[src/rtl/axi_dma_cmd_arb_if.sv]
// Command bus for axi_dma_cmd_arb: per-channel command inputs plus the
// write-master and read-master command ports.
// master modport: the arbiter itself; slave modport: channels and DMA masters.
interface axi_dma_cmd_arb_if #(
   parameter int unsigned NUM_CH      = 4,
   parameter int unsigned AXI_ID_WD   = 2,
   parameter int unsigned AXI_ADDR_WD = 32
);
   logic [NUM_CH-1:0]             ch_cmd_valid;
   logic [NUM_CH-1:0]             ch_cmd_dir;
   logic [NUM_CH*AXI_ADDR_WD-1:0] ch_cmd_addr;
   logic [NUM_CH*2-1:0]           ch_cmd_burst;
   logic [NUM_CH*3-1:0]           ch_cmd_size;
   logic [NUM_CH*AXI_ADDR_WD-1:0] ch_cmd_len;
   logic [NUM_CH-1:0]             ch_cmd_ready;
   logic [NUM_CH-1:0]             ch_cmd_abort;

   logic                   w_cmd_valid;
   logic [AXI_ADDR_WD-1:0] w_cmd_addr;
   logic [AXI_ID_WD-1:0]   w_cmd_id;
   logic [1:0]             w_cmd_burst;
   logic [2:0]             w_cmd_size;
   logic [AXI_ADDR_WD-1:0] w_cmd_len;
   logic                   w_cmd_ready;
   logic                   w_cmd_abort;

   logic                   r_cmd_valid;
   logic [AXI_ADDR_WD-1:0] r_cmd_addr;
   logic [AXI_ID_WD-1:0]   r_cmd_id;
   logic [1:0]             r_cmd_burst;
   logic [2:0]             r_cmd_size;
   logic [AXI_ADDR_WD-1:0] r_cmd_len;
   logic                   r_cmd_ready;
   logic                   r_cmd_abort;

   modport master (
      input  ch_cmd_valid, ch_cmd_dir, ch_cmd_addr, ch_cmd_burst, ch_cmd_size, ch_cmd_len,
      output ch_cmd_ready, ch_cmd_abort,
      output w_cmd_valid, w_cmd_addr, w_cmd_id, w_cmd_burst, w_cmd_size, w_cmd_len,
      input  w_cmd_ready, w_cmd_abort,
      output r_cmd_valid, r_cmd_addr, r_cmd_id, r_cmd_burst, r_cmd_size, r_cmd_len,
      input  r_cmd_ready, r_cmd_abort
   );

   modport slave (
      output ch_cmd_valid, ch_cmd_dir, ch_cmd_addr, ch_cmd_burst, ch_cmd_size, ch_cmd_len,
      input  ch_cmd_ready, ch_cmd_abort,
      input  w_cmd_valid, w_cmd_addr, w_cmd_id, w_cmd_burst, w_cmd_size, w_cmd_len,
      output w_cmd_ready, w_cmd_abort,
      input  r_cmd_valid, r_cmd_addr, r_cmd_id, r_cmd_burst, r_cmd_size, r_cmd_len,
      output r_cmd_ready, r_cmd_abort
   );
endinterface

[src/rtl/axi_dma_cmd_arb.sv]
// N-channel DMA command front end. Two independent round-robin arbiters
// (read and write) each grant one channel, register its command and present
// it to the matching master with AXI ID = channel index. Downstream aborts
// are returned to the owning channel as a one-cycle pulse.
// Optional: define CMD_LEN_CHECK_EN to accept-and-reject zero-length commands
// instead of forwarding them.
module axi_dma_cmd_arb #(
   parameter int unsigned NUM_CH      = 4,
   parameter int unsigned AXI_ID_WD   = 2,
   parameter int unsigned AXI_ADDR_WD = 32
) (
   input  logic              AXI_ACLK,
   input  logic              AXI_ARESETN,
   axi_dma_cmd_arb_if.master cmd
);
   localparam int unsigned PTR_W = $clog2(NUM_CH);

   localparam logic [0:0] IDLE  = 1'b0;
   localparam logic [0:0] ISSUE = 1'b1;

   logic [AXI_ADDR_WD-1:0] ch_addr  [NUM_CH];
   logic [AXI_ADDR_WD-1:0] ch_len   [NUM_CH];
   logic [1:0]             ch_burst [NUM_CH];
   logic [2:0]             ch_size  [NUM_CH];

   // index 0 = read arbiter, index 1 = write arbiter
   logic [NUM_CH-1:0] rdy_all   [2];
   logic [NUM_CH-1:0] abort_all [2];

   for (genvar i = 0; i < NUM_CH; i++) begin : g_unpack
      assign ch_addr[i]  = cmd.ch_cmd_addr[i*AXI_ADDR_WD +: AXI_ADDR_WD];
      assign ch_len[i]   = cmd.ch_cmd_len[i*AXI_ADDR_WD +: AXI_ADDR_WD];
      assign ch_burst[i] = cmd.ch_cmd_burst[i*2 +: 2];
      assign ch_size[i]  = cmd.ch_cmd_size[i*3 +: 3];
   end

   // (p + k) mod NUM_CH for p, k < NUM_CH; works for non-power-of-2 NUM_CH
   function automatic logic [PTR_W-1:0] wrap_add(input logic [PTR_W-1:0] p,
                                                 input int unsigned k);
      int unsigned s;
      s = 32'(p) + k;
      if (s >= NUM_CH) s = s - NUM_CH;
      return PTR_W'(s);
   endfunction

   for (genvar d = 0; d < 2; d++) begin : g_arb
      logic [NUM_CH-1:0]      req, rdy, abort_d, abort_q;
      logic [0:0]             state_d, state_q;
      logic [PTR_W-1:0]       ptr_d, ptr_q, gnt_d, gnt_q, sel;
      logic                   found;
      logic [AXI_ADDR_WD-1:0] addr_d, addr_q, len_d, len_q;
      logic [1:0]             burst_d, burst_q;
      logic [2:0]             size_d, size_q;
      logic                   down_ready, down_abort;

      if (d == 1) begin : g_w
         assign req             = cmd.ch_cmd_valid & cmd.ch_cmd_dir;
         assign down_ready      = cmd.w_cmd_ready;
         assign down_abort      = cmd.w_cmd_abort;
         assign cmd.w_cmd_valid = (state_q == ISSUE);
         assign cmd.w_cmd_addr  = addr_q;
         assign cmd.w_cmd_id    = AXI_ID_WD'(gnt_q);
         assign cmd.w_cmd_burst = burst_q;
         assign cmd.w_cmd_size  = size_q;
         assign cmd.w_cmd_len   = len_q;
      end else begin : g_r
         assign req             = cmd.ch_cmd_valid & ~cmd.ch_cmd_dir;
         assign down_ready      = cmd.r_cmd_ready;
         assign down_abort      = cmd.r_cmd_abort;
         assign cmd.r_cmd_valid = (state_q == ISSUE);
         assign cmd.r_cmd_addr  = addr_q;
         assign cmd.r_cmd_id    = AXI_ID_WD'(gnt_q);
         assign cmd.r_cmd_burst = burst_q;
         assign cmd.r_cmd_size  = size_q;
         assign cmd.r_cmd_len   = len_q;
      end

      assign rdy_all[d]   = rdy;
      assign abort_all[d] = abort_q;

      // Round-robin search: first requester at or after the pointer, with wrap
      always_comb begin
         found = 1'b0;
         sel   = '0;
         for (int unsigned k = 0; k < NUM_CH; k++) begin
            if (!found && req[wrap_add(ptr_q, k)]) begin
               found = 1'b1;
               sel   = wrap_add(ptr_q, k);
            end
         end
      end

      // Arbiter next state: grant/capture in IDLE, hold until ready or abort in ISSUE
      always_comb begin
         state_d = state_q;
         ptr_d   = ptr_q;
         gnt_d   = gnt_q;
         addr_d  = addr_q;
         len_d   = len_q;
         burst_d = burst_q;
         size_d  = size_q;
         abort_d = '0;
         rdy     = '0;
         case (state_q)
            IDLE: begin
               if (found) begin
                  rdy[sel] = 1'b1;
                  gnt_d    = sel;
                  addr_d   = ch_addr[sel];
                  len_d    = ch_len[sel];
                  burst_d  = ch_burst[sel];
                  size_d   = ch_size[sel];
`ifdef CMD_LEN_CHECK_EN
                  if (ch_len[sel] == '0) begin
                     abort_d[sel] = 1'b1;
                     ptr_d        = wrap_add(sel, 1);
                  end else begin
                     state_d = ISSUE;
                  end
`else
                  state_d = ISSUE;
`endif
               end
            end
            ISSUE: begin
               // abort wins over a simultaneous ready
               if (down_abort) begin
                  abort_d[gnt_q] = 1'b1;
                  state_d        = IDLE;
                  ptr_d          = wrap_add(gnt_q, 1);
               end else if (down_ready) begin
                  state_d = IDLE;
                  ptr_d   = wrap_add(gnt_q, 1);
               end
            end
            default: state_d = IDLE;
         endcase
      end

      // Arbiter state and registered command fields
      always_ff @(posedge AXI_ACLK or negedge AXI_ARESETN) begin
         if (!AXI_ARESETN) begin
            state_q <= IDLE;
            ptr_q   <= '0;
            gnt_q   <= '0;
            addr_q  <= '0;
            len_q   <= '0;
            burst_q <= '0;
            size_q  <= '0;
            abort_q <= '0;
         end else begin
            state_q <= state_d;
            ptr_q   <= ptr_d;
            gnt_q   <= gnt_d;
            addr_q  <= addr_d;
            len_q   <= len_d;
            burst_q <= burst_d;
            size_q  <= size_d;
            abort_q <= abort_d;
         end
      end
   end

   // ready is combinational from the IDLE grant; forced low while in reset
   assign cmd.ch_cmd_ready = (rdy_all[0] | rdy_all[1]) & {NUM_CH{AXI_ARESETN}};
   assign cmd.ch_cmd_abort = abort_all[0] | abort_all[1];
endmodule

[src/flat_wrapper.sv]
// flat-port wrapper written by rule: the top's interface ports become plain ports
module axi_dma_cmd_arb_flat 
#(
   parameter int unsigned NUM_CH      = 4,
   parameter int unsigned AXI_ID_WD   = 2,
   parameter int unsigned AXI_ADDR_WD = 32
)
  (AXI_ACLK, AXI_ARESETN, cmd_ch_cmd_valid, cmd_ch_cmd_dir, cmd_ch_cmd_addr, cmd_ch_cmd_burst, cmd_ch_cmd_size, cmd_ch_cmd_len, cmd_ch_cmd_ready, cmd_ch_cmd_abort, cmd_w_cmd_valid, cmd_w_cmd_addr, cmd_w_cmd_id, cmd_w_cmd_burst, cmd_w_cmd_size, cmd_w_cmd_len, cmd_w_cmd_ready, cmd_w_cmd_abort, cmd_r_cmd_valid, cmd_r_cmd_addr, cmd_r_cmd_id, cmd_r_cmd_burst, cmd_r_cmd_size, cmd_r_cmd_len, cmd_r_cmd_ready, cmd_r_cmd_abort);
  axi_dma_cmd_arb_if #(.NUM_CH(NUM_CH), .AXI_ID_WD(AXI_ID_WD), .AXI_ADDR_WD(AXI_ADDR_WD)) cmd_i ();
  input  logic AXI_ACLK;
  input  logic AXI_ARESETN;
  input wire logic [$bits(cmd_i.ch_cmd_valid)-1:0] cmd_ch_cmd_valid;
  input wire logic [$bits(cmd_i.ch_cmd_dir)-1:0] cmd_ch_cmd_dir;
  input wire logic [$bits(cmd_i.ch_cmd_addr)-1:0] cmd_ch_cmd_addr;
  input wire logic [$bits(cmd_i.ch_cmd_burst)-1:0] cmd_ch_cmd_burst;
  input wire logic [$bits(cmd_i.ch_cmd_size)-1:0] cmd_ch_cmd_size;
  input wire logic [$bits(cmd_i.ch_cmd_len)-1:0] cmd_ch_cmd_len;
  output wire logic [$bits(cmd_i.ch_cmd_ready)-1:0] cmd_ch_cmd_ready;
  output wire logic [$bits(cmd_i.ch_cmd_abort)-1:0] cmd_ch_cmd_abort;
  output wire logic [$bits(cmd_i.w_cmd_valid)-1:0] cmd_w_cmd_valid;
  output wire logic [$bits(cmd_i.w_cmd_addr)-1:0] cmd_w_cmd_addr;
  output wire logic [$bits(cmd_i.w_cmd_id)-1:0] cmd_w_cmd_id;
  output wire logic [$bits(cmd_i.w_cmd_burst)-1:0] cmd_w_cmd_burst;
  output wire logic [$bits(cmd_i.w_cmd_size)-1:0] cmd_w_cmd_size;
  output wire logic [$bits(cmd_i.w_cmd_len)-1:0] cmd_w_cmd_len;
  input wire logic [$bits(cmd_i.w_cmd_ready)-1:0] cmd_w_cmd_ready;
  input wire logic [$bits(cmd_i.w_cmd_abort)-1:0] cmd_w_cmd_abort;
  output wire logic [$bits(cmd_i.r_cmd_valid)-1:0] cmd_r_cmd_valid;
  output wire logic [$bits(cmd_i.r_cmd_addr)-1:0] cmd_r_cmd_addr;
  output wire logic [$bits(cmd_i.r_cmd_id)-1:0] cmd_r_cmd_id;
  output wire logic [$bits(cmd_i.r_cmd_burst)-1:0] cmd_r_cmd_burst;
  output wire logic [$bits(cmd_i.r_cmd_size)-1:0] cmd_r_cmd_size;
  output wire logic [$bits(cmd_i.r_cmd_len)-1:0] cmd_r_cmd_len;
  input wire logic [$bits(cmd_i.r_cmd_ready)-1:0] cmd_r_cmd_ready;
  input wire logic [$bits(cmd_i.r_cmd_abort)-1:0] cmd_r_cmd_abort;
  assign cmd_i.ch_cmd_valid = cmd_ch_cmd_valid;
  assign cmd_i.ch_cmd_dir = cmd_ch_cmd_dir;
  assign cmd_i.ch_cmd_addr = cmd_ch_cmd_addr;
  assign cmd_i.ch_cmd_burst = cmd_ch_cmd_burst;
  assign cmd_i.ch_cmd_size = cmd_ch_cmd_size;
  assign cmd_i.ch_cmd_len = cmd_ch_cmd_len;
  assign cmd_ch_cmd_ready = cmd_i.ch_cmd_ready;
  assign cmd_ch_cmd_abort = cmd_i.ch_cmd_abort;
  assign cmd_w_cmd_valid = cmd_i.w_cmd_valid;
  assign cmd_w_cmd_addr = cmd_i.w_cmd_addr;
  assign cmd_w_cmd_id = cmd_i.w_cmd_id;
  assign cmd_w_cmd_burst = cmd_i.w_cmd_burst;
  assign cmd_w_cmd_size = cmd_i.w_cmd_size;
  assign cmd_w_cmd_len = cmd_i.w_cmd_len;
  assign cmd_i.w_cmd_ready = cmd_w_cmd_ready;
  assign cmd_i.w_cmd_abort = cmd_w_cmd_abort;
  assign cmd_r_cmd_valid = cmd_i.r_cmd_valid;
  assign cmd_r_cmd_addr = cmd_i.r_cmd_addr;
  assign cmd_r_cmd_id = cmd_i.r_cmd_id;
  assign cmd_r_cmd_burst = cmd_i.r_cmd_burst;
  assign cmd_r_cmd_size = cmd_i.r_cmd_size;
  assign cmd_r_cmd_len = cmd_i.r_cmd_len;
  assign cmd_i.r_cmd_ready = cmd_r_cmd_ready;
  assign cmd_i.r_cmd_abort = cmd_r_cmd_abort;
  axi_dma_cmd_arb #(.NUM_CH(NUM_CH), .AXI_ID_WD(AXI_ID_WD), .AXI_ADDR_WD(AXI_ADDR_WD)) u_core (.AXI_ACLK(AXI_ACLK), .AXI_ARESETN(AXI_ARESETN), .cmd(cmd_i));
endmodule
[config.mk]
export PLATFORM = sky130hd
export DESIGN_NAME = axi_dma_cmd_arb_flat
export DESIGN_NICKNAME = d
export VERILOG_FILES = /design/src/rtl/axi_dma_cmd_arb_if.sv /design/src/rtl/axi_dma_cmd_arb.sv /design/src/flat_wrapper.sv
export SDC_FILE = /design/constraint.sdc
export NUM_CORES = 1
export LEC_CHECK = 0
export ABC_CLOCK_PERIOD_IN_PS = 2600
export CORE_AREA = 2 2 171 173
export CTS_CLUSTER_DIAMETER = 120
export CTS_CLUSTER_SIZE = 20
export DETAILED_ROUTE_END_ITERATION = 7
export DIE_AREA = 0 0 173 175
export PLACE_DENSITY = 0.72
export SLEW_MARGIN = 5
export SYNTH_ARGS = -nofsm -noshare
export SYNTH_HDL_FRONTEND = slang
export SYNTH_SLANG_ARGS = --single-unit
export TNS_END_PERCENT = 5
[constraint.sdc]
create_clock -name AXI_ACLK -period 2.6 [get_ports AXI_ACLK]
set_input_delay 0.26 -clock AXI_ACLK [delete_from_list [all_inputs] [get_ports AXI_ACLK]]
set_output_delay 0.26 -clock AXI_ACLK [all_outputs]
set_load 0.1 [all_outputs]
==> flow_summary.ini <==
[outcome]
status = finished, final reports clean

[pwr]
powerDensity_nw_per_um2 = 1400
p_leak_nw = 7.05
ir_drop_v = 0.000853
finalPower_mw = 21.8

[sta]
max_freq_ghz = 0.397
worstMarginPinSlew_ns = 0.728
fin_crit_ns = 2.52
slew_headroom = 0.514
clock_skew_ns = 0.0162
setup_viol = 0
hold_viol_final = 0
slew_violations = 0
post-route-period-util = 0.969
holdWs_ns = 0.302

[final_layout]
drive_gt1_frac = 0.198
fill_cells = 2501
utilization = 0.548
finalNetCount = 1727
area_growth_pct = 54.7
fin_cells = 1829
finish.instance_area_um2 = 15600

[yosys]
syn_avg_cell_area_um2 = 9.94
yosysUniqueCellTypes = 53
synth_most_common_cell = mux2i_1
synth_seq_cells = 156
synthTopCellsByArea = dfrtp_1 39%, mux2i_1 17%, o221ai_1 6.0%, mux2_1 4.3%, nand2_1 4.1%
synth.top_cell.area_share = 0.388
synth_edf_count = 0
netlist_area_um2 = 10100
synth_xor_area_frac = 0
yosys_warnings = 0
yosys.area_share.simple = 0.102
synthAdderAreaFrac = 0.00995
synth_mux_area_frac = 0.213
synth_fp_nets = 1310
synth-compound-area-share = 0.233
synthCells = 1012
yosysSeqAreaShare = 0.388
synthFlopType = dfrtp_1
synth_top_family_by_area = compound AO/OA/AOI/OAI gates
synth_common_cells = 167 x mux2i_1, 156 x dfrtp_1, 109 x nand2_1
synth_top_area_cell = dfrtp_1
synthArstFlopShare = 1.00

[global_route]
gr-total-overflow = 0
grt_pass1_vias = 11100
grt_first_pass_wirelength_mm = 66.7
grt_use_total = 0.282
antenna_found_initial = 3
grt_max_degree = 123

[route]
first_pass_iters = 5
drc = 0
wl_per_cell_um = 24.0
wl_mm = 44.0
drtAntennaViolNets = 0
drt-vias-per-instance = 5.92
drt-initial-drc-count = 1032
vias = 10800

[place]
gp_congestion = 0.944
place_inst = 1785
hpwl_mm = 30.6
portBuffers = 441
dpl-instance-area_um2 = 14900

[critical_path]
cp_slowest_cell = or3_4
r2r_slack_ns = 0.20
cp-start-kind = flop
path_max_fanout = 7
reg2reg_depth = 7
crit_required_ns = 2.34
crit_path_max_incr_delay_ns = 0.52
endpoint_kind = primary output
arrival_ns = 2.26
cp_cell_sequence = nand3_1 -> a32oi_1 -> or3_4 -> nor3_2 -> o21a_1 -> buf_12
crit_family = simple AND/OR/NAND/NOR gates
worstReg2RegStart = u_core.g_arb[0].ptr_q[0]
worstSetupPathType = reg2out
cp_num_buf_inv = 1
rr_endpoint = u_core.cmd.r_cmd_len[24]

[clock_tree]
cts_root_buffer = clkbuf_16
htree_levels = 4
cts_buffer_depth = 2
numCtsBuffers = 17
cts_tree = done
cts.sinks = 156
clkTransAtPathRegs_ns = 0.07
clock_latency_ns = 0.44

[worst_hold_path]
hold_class = in2async

[floorplanning]
dieArea_um2 = 30300
top_level_ports = 442
die_w_um = 173
initial_core_util = 0.354
die_y_um = 175
core_um2 = 28400
rows = 62

[run]
max-cap-violations = 0
## area by class of cell
type	instances	area [µm²]	share of cell area
Clock inverter	14	124	0.00796
Inverter	5	18.8	0.00121
Clock buffer	18	439	0.0282
Antenna cell	3	7.51	0.000482
Tap cell	384	480	0.0309
Sequential cell	156	3910	0.251
Timing Repair Buffer	507	4880	0.314
Multi-Input combinational cell	742	5710	0.367
## worst max path at each step
stage                              from                   endpoint  cells after the start
2_1_floorplan    u_core.cmd.r_cmd_valid        cmd_ch_cmd_ready[3]                      6
3_3_place_gp          cmd_ch_cmd_dir[0]  u_core.cmd.r_cmd_burst[1]                      7
3_5_place_dp          cmd_ch_cmd_dir[0]   u_core.cmd.r_cmd_len[14]                      7
4_1_cts        u_core.g_arb[0].ptr_q[0]        cmd_ch_cmd_ready[1]                      7
5_1_grt        u_core.g_arb[1].ptr_q[1]        cmd_ch_cmd_ready[1]                      6
6_report       u_core.g_arb[1].ptr_q[1]        cmd_ch_cmd_ready[1]                      6
## what timing repair did
action	4_1_cts	5_1_grt
setup endpoints to repair	3	4
buffers inserted	3	4
gates resized for setup	2	6
pin swaps	1	1
hold buffers	1	0
cloned	1	0
endpoints found under the hold margin	34	0
## flip-flops by register name (all words and copies together) (netlist names), 3 cells and up
signal,flops
u_core.cmd.r_cmd_addr,32
u_core.cmd.r_cmd_len,32
u_core.cmd.r_cmd_size,3
u_core.cmd.w_cmd_addr,32
u_core.cmd.w_cmd_len,32
u_core.cmd.w_cmd_size,3
u_core.g_arb.abort_q,8
u_core.g_arb.ptr_q,4
## power breakdown
group | switching, mW | internal, mW
clock | 1.24 | 1.29
sequential | 0.778 | 3.53
combinational | 11.2 | 3.70
## through the flow
stage | setup WS, ns | TNS, ns
6_report | 0.0808 | 0
4_1_cts | -0.0115 | -0.0115
5_1_grt | -0.00825 | -0.00825
3_3_place_gp | 0.0533 | 0
2_1_floorplan | -0.164 | -0.252
3_5_place_dp | 0.00880 | 0
## cell usage in the layout (no fill, tap or decap), drive strengths merged, types with 4 or more instances in the layout
cell / synthesis / layout
buf: 48 / 217
o311ai: 30 / 30
nand2: 110 / 110
mux2i: 167 / 167
nand3: 71 / 71
a211oi: 40 / 40
o221ai: 69 / 69
dfrtp: 156 / 156
mux2: 42 / 42
or2: 5 / 5
a21o: 30 / 30
and2: 4 / 4
o21ai: 77 / 77
clkdlybuf4s50: 0 / 288
a221o: 40 / 40
inv: 5 / 14
clkbuf: 61 / 18
nor3: 5 / 5
nand2b: 4 / 4
clkinv: 0 / 4
ha: 8 / 8
and3: 9 / 9
## routing by layer
layer / vias to the layer above / part of all wire / GRT usage
li1: 4767 / - / -
met1: 5297 / 0.39 / 0.348
met2: 637 / 0.48 / 0.473
met3: 133 / 0.080 / 0.0605
met4: 0 / 0.042 / 0.133
met5: - / 0 / 0
## cell families (layout without fill, tap and decap cells)
family	count (synthesis)	after routing
other	0	3
DFF	156	156
AOI/OAI and AO/OA	305	305
adders and majority gates	8	8
muxes	209	209
and+or+nand+nor	220	220
buffers and inverters	114	544
Power figures use the tool's default switching activity.
